--- src/rtl/reg_scoreboard.sv ---
// Purpose: per-register in-flight producer tracker; counts pending writers per
//          architectural register and answers ID-stage hazard/load-use queries.
// Latency: issue/retire/flush take effect at the clock edge; queries are
//          combinational from registered state (visible the cycle after an update).
// Backpressure: none; the block never stalls.  It only reports hazards so the
//          stall logic can hold ID.  A saturated counter raises sticky overflow_err.
//
// Ports:
//   clk, rst                  clock, asynchronous active-high reset
//   flush                     clear all in-flight state (redirect)
//   issue_valid/rd/is_load    destination of the instruction entering EX
//   retire_valid/rd           destination of the instruction writing back
//   rs1_addr, rs2_addr        ID-stage source registers being queried
//   hazard_rs1/rs2            source has at least one pending producer
//   producer_is_load_rs1/rs2  youngest pending producer of the source is a load
//   sb_empty                  no register has a pending producer
//   overflow_err              sticky: an issue found its counter saturated

module reg_scoreboard #(
    parameter int NUM_REGS = 32,
    parameter int ADDR_W   = 5,
    parameter int CNT_W    = 2
) (
    input  logic              clk,
    input  logic              rst,
    input  logic              flush,
    input  logic              issue_valid,
    input  logic [ADDR_W-1:0] issue_rd,
    input  logic              issue_is_load,
    input  logic              retire_valid,
    input  logic [ADDR_W-1:0] retire_rd,
    input  logic [ADDR_W-1:0] rs1_addr,
    input  logic [ADDR_W-1:0] rs2_addr,
    output logic              hazard_rs1,
    output logic              hazard_rs2,
    output logic              producer_is_load_rs1,
    output logic              producer_is_load_rs2,
    output logic              sb_empty,
    output logic              overflow_err
);

    localparam logic [CNT_W-1:0] CNT_MAX = {CNT_W{1'b1}};
    localparam logic [CNT_W-1:0] CNT_ONE = CNT_W'(1);

    // Flattened per-register views; bit 0 is x0, which never has a producer.
    logic [NUM_REGS-1:0] busy_vec;
    logic [NUM_REGS-1:0] ld_vec;
    logic [NUM_REGS-1:0] sat_vec;

    assign busy_vec[0] = 1'b0;
    assign ld_vec[0]   = 1'b0;
    assign sat_vec[0]  = 1'b0;

    // ------------------------------------------------------------------
    // Per-register state: pending-writer count and youngest-is-load flag.
    // ------------------------------------------------------------------
    for (genvar r = 1; r < NUM_REGS; r++) begin : g_reg
        logic [CNT_W-1:0] cnt;
        logic             ld;
        logic             iss;
        logic             ret;

        assign iss = issue_valid  && (issue_rd  == ADDR_W'(r));
        assign ret = retire_valid && (retire_rd == ADDR_W'(r));

        always_ff @(posedge clk or posedge rst) begin
            if (rst) begin
                cnt <= '0;
                ld  <= 1'b0;
            end else if (flush) begin
                cnt <= '0;
                ld  <= 1'b0;
            end else if (iss && ret) begin
                // One writer leaves while another enters: count is unchanged,
                // and the newcomer is now the youngest producer.
                ld <= issue_is_load;
            end else if (iss) begin
                ld <= issue_is_load;
                if (cnt != CNT_MAX) begin
                    cnt <= cnt + CNT_ONE;
                end
            end else if (ret && (cnt != '0)) begin
                cnt <= cnt - CNT_ONE;
                if (cnt == CNT_ONE) begin
                    ld <= 1'b0;
                end
            end
        end

        assign busy_vec[r] = (cnt != '0);
        assign ld_vec[r]   = ld;
        assign sat_vec[r]  = (cnt == CNT_MAX);
    end

    // ------------------------------------------------------------------
    // Overflow detection: an issue to a saturated counter that is not
    // offset by a same-register retire and not cancelled by a flush.
    // ------------------------------------------------------------------
    logic same_rd;
    logic issue_sat;

    assign same_rd   = retire_valid && (retire_rd == issue_rd);
    assign issue_sat = issue_valid && (issue_rd != '0) && sat_vec[issue_rd]
                       && !same_rd && !flush;

    always_ff @(posedge clk or posedge rst) begin
        if (rst) begin
            overflow_err <= 1'b0;
        end else if (issue_sat) begin
            overflow_err <= 1'b1;
        end
    end

    // ------------------------------------------------------------------
    // Queries: registered state only, no same-cycle bypass.  x0 reads as
    // idle through bit 0 of the flattened vectors.
    // ------------------------------------------------------------------
    assign hazard_rs1           = busy_vec[rs1_addr];
    assign hazard_rs2           = busy_vec[rs2_addr];
    assign producer_is_load_rs1 = hazard_rs1 && ld_vec[rs1_addr];
    assign producer_is_load_rs2 = hazard_rs2 && ld_vec[rs2_addr];
    assign sb_empty             = ~(|busy_vec);

endmodule

--- config.mk ---
export PLATFORM = sky130hd
export DESIGN_NAME = reg_scoreboard
export DESIGN_NICKNAME = d
export VERILOG_FILES = /design/src/rtl/reg_scoreboard.sv
export SDC_FILE = /design/constraint.sdc
export NUM_CORES = 1
export LEC_CHECK = 0
export BUFFER_PORTS_ARGS = -buffer_cell sky130_fd_sc_hd__buf_2
export CELL_PAD_IN_SITES_DETAIL_PLACEMENT = 1
export CELL_PAD_IN_SITES_GLOBAL_PLACEMENT = 1
export CORE_MARGIN = 2
export CORE_UTILIZATION = 51
export CTS_BUF_LIST = sky130_fd_sc_hd__clkbuf_4 sky130_fd_sc_hd__clkbuf_8
export DETAILED_ROUTE_END_ITERATION = 16
export PLACE_DENSITY = 0.93
export RECOVER_POWER = 50
export SLEW_MARGIN = 20
export SYNTH_ARGS = -nofsm -noshare
export SYNTH_HDL_FRONTEND = slang
export SYNTH_SLANG_ARGS = --single-unit
export TNS_END_PERCENT = 30
--- constraint.sdc ---
create_clock -name clk -period 4.14 [get_ports clk]
set_clock_uncertainty 0.15 [all_clocks]
set_input_delay 0.828 -clock clk [delete_from_list [all_inputs] [get_ports clk]]
set_output_delay 0.828 -clock clk [all_outputs]
set_load 0.02 [all_outputs]
==> results.toml <==
[outcome]
status = "finished with violations"
violations = "capacitance limit, slew limit"

[routing]
drc = 0
drt-pass1-iter-count = 7
dr_wl_met3_mm = 2.448
wl_mm = 26.82
dr.max_layer_used = "met4"
viasPerCell = 6.585
wl_met2_mm = 12.76
ant_nets = 0
routedWlPerCell_um = 24.25
vias = 7283
drt-met1-wl_mm = 10.05
drtIter0Drc = 798

[synth]
synthMostInstantiatedCell = "nor2_1"
syn_avg_cell_area_um2 = 9.645
async_flop_share_pct = 100.0
synth_area_leaders = "dfrtp_1 28%, ha_1 14%, mux4_1 9.3%"
synth_top_area_share_pct = 27.87
synth_top_area_cell = "dfrtp_1"
syn-instance-count = 875
synth_edf_count = 0
synth_commonest_cells = "109 x nor2_1, 94 x dfrtp_1, 93 x ha_1"
yosysUniqueCellTypes = 53
ys_warn_count = 0
synth_seq_cells = 94
ys.flop_type = "dfrtp_1"
seq_area_frac_synth_pct = 27.87
syn_area_um2 = 8439
synth_nets = 994

[worst_setup_path]
cp.required_ps = 3160
crit_path_end_kind = "output port"
critPathBufInv = 2
worstSetupPathType = "input pin to output port"
cp_max_fo = 17
arrival_ps = 2980
cp_slowest_stage_delay_ps = 660
crit_chain = "buf_2 -> mux4_1 -> mux4_1 -> mux2_2 -> and2_1 -> buf_2"
cp-start-kind = "input pin"
cp_top_family = "multiplexers"
slowest_stage = "mux4_1"

[sta]
tightest_slew_ps = 1789
period_needed_ps = 3961
setup_slack_ps = 179.3
fin_crit_sh_pct = 95.67
fmax_mhz = 252.5
slew_violations = 99
hold_violations = 0
fin_setup_tns_ps = 0
hold-worst-slack_ps = 382.8
rsz0062_at_grt = "false"
max_slew_margin_pct = -19.90
setup_viol = 0

[die]
rows = 47
die_w_um = 132.6
pin_count = 32
start_util_pct = 51.62
fp.dieArea_um2 = 17590
core_um2 = 16350
die_h_um = 132.6

[final_layout]
seq_area_um2 = 2352
syn_to_final_growth_pct = 5.397
fillers = 1890
fin_area_um2 = 8895
nNetsFinal = 996
final_cells = 1106
multiInputGateArea_um2 = 5567
drive_gt1_share_pct = 8.503

[grt]
grt_overflow_total = 0
grt_max_degree = 74
first_global_vias = 7760
grt_antenna_before_repair = 3
gr-usage-all-layers_pct = 31.28
grt_pass1_wl_mm = 42.69

[place]
dpl.hpwl_mm = 20.00
io_buffers = 31
globalplace.congestion = 0.9470
placed_area_um2 = 8696
pre_cts_slack_ps = 203.6
dp_cells = 1086

[clocking]
cts_tree = "built"
cts.sinks = 94
cts_buffers = 9
clk_pin_slew_ps = 100
clock_latency_ps = 400
postCtsHoldBufs = 0
postCtsSetupBuffers = 0
cts_htree_levels = 3
cts-root-buf = "clkbuf_8"
clockBufferDepth = 2
ctsResizeCount = 0

[power]
p_per_area_nw_per_um2 = 360.0
ir_worst_vdd_uv = 186.0
p_leak_nw = 3.976

[job]
drv_cap = 3

[worst_hold_path]
hp-class = "register to register"
[kinds of logic after synthesis]
| group | after synthesis | synth area share, % |
|---|---|---|
| fa+ha+maj | 93 | 13.79 |
| buf+inv | 120 | 6.168 |
| compound gates | 79 | 6.004 |
| flops | 94 | 27.87 |
| mux | 122 | 23.05 |
| simple gates | 333 | 19.58 |
| xor+xnor | 34 | 3.528 |
[registers in the layout, summed over array words and instances (netlist names)]
name and count:
g.cnt 62, g.ld 31, overflow_err 1
[placed cells by master, fill, tap and decap left out, drive strengths merged, types with 3 or more instances in the layout]
| master | count |
|---|---|
| a211oi | 25 |
| a21oi | 34 |
| a221oi | 3 |
| a31oi | 4 |
| and2 | 4 |
| and4 | 3 |
| and4bb | 3 |
| buf | 38 |
| clkbuf | 18 |
| dfrtp | 94 |
| diode | 4 |
| ha | 93 |
| inv | 68 |
| mux2 | 69 |
| mux2i | 13 |
| mux4 | 40 |
| nand2 | 56 |
| nand2b | 5 |
| nand3 | 36 |
| nand3b | 6 |
| nand4 | 12 |
| nand4b | 4 |
| nand4bb | 3 |
| nor2 | 109 |
| nor2b | 13 |
| nor3 | 52 |
| nor4 | 9 |
| nor4b | 3 |
| o22ai | 3 |
| or2 | 4 |
| or4 | 3 |
| xnor2 | 24 |
| xor2 | 10 |
[per-layer routing]
| layer | up-vias | track usage (%) |
|---|---|---|
| met3 | 123 | 6.552 |
| met4 | 0 | 20.37 |
| met1 | 3648 | 37.35 |
| li1 | 3129 | - |
| met2 | 383 | 51.27 |
| met5 | - | 0 |
[worst reg2reg max path, stage by stage, from the launching register on]
cell and delay (ps):
dfrtp_1 420, inv_1 70, ha_1 290, or4_1 550
a21oi_1 180, nor2_1 90, mux2_1 310
[path summary, 6_finish.rpt]
| check | depth (start not counted) | end | from | slack (ps) |
|---|---|---|---|---|
| max reg2reg | 6 | g_reg[24].cnt[0] | g_reg[24].cnt[0] | 1960 |
| min | 1 | g_reg[14].cnt[1] | g_reg[14].cnt[1] | 380 |
| min in group asynchronous | 2 | g_reg[10].cnt[0] | rst | 700 |
| min reg2reg | 1 | g_reg[14].cnt[1] | g_reg[14].cnt[1] | 380 |
| max | 6 | producer_is_load_rs1 | rs1_addr[0] | 180 |
| max in group asynchronous | 3 | g_reg[24].ld | rst | 890 |
[per-stage QoR]
| step | power, mW | util, % |
|---|---|---|
| after detailed placement | 2.534 | 53.19 |
| final | 3.202 | 54.41 |
| after global routing | 3.369 | 54.35 |
| after CTS | 3.188 | 54.42 |
| after global placement | 2.411 | 53.19 |
| after floorplan | 2.121 | - |
[power breakdown]
part / internal (mW) / switching, mW / leakage [nW]
clock: 0.292 / 0.359 / 0.106
combinational: 0.581 / 0.747 / 2.65
sequential: 1.07 / 0.157 / 1.22
total: 1.94 / 1.26 / 3.98
[layout make-up]
| type | count | share of cell area, % |
|---|---|---|
| clock buffer | 14 | 2.096 |
| tap | 220 | 3.095 |
| timing repair buffer | 42 | 2.588 |
| inverter | 69 | 2.926 |
| multi-input combinational | 661 | 62.58 |
| antenna | 4 | 0.1125 |
| clock inverter | 2 | 0.1547 |
| sequential | 94 | 26.45 |
Note: power is estimated with default switching activity, not from simulation.
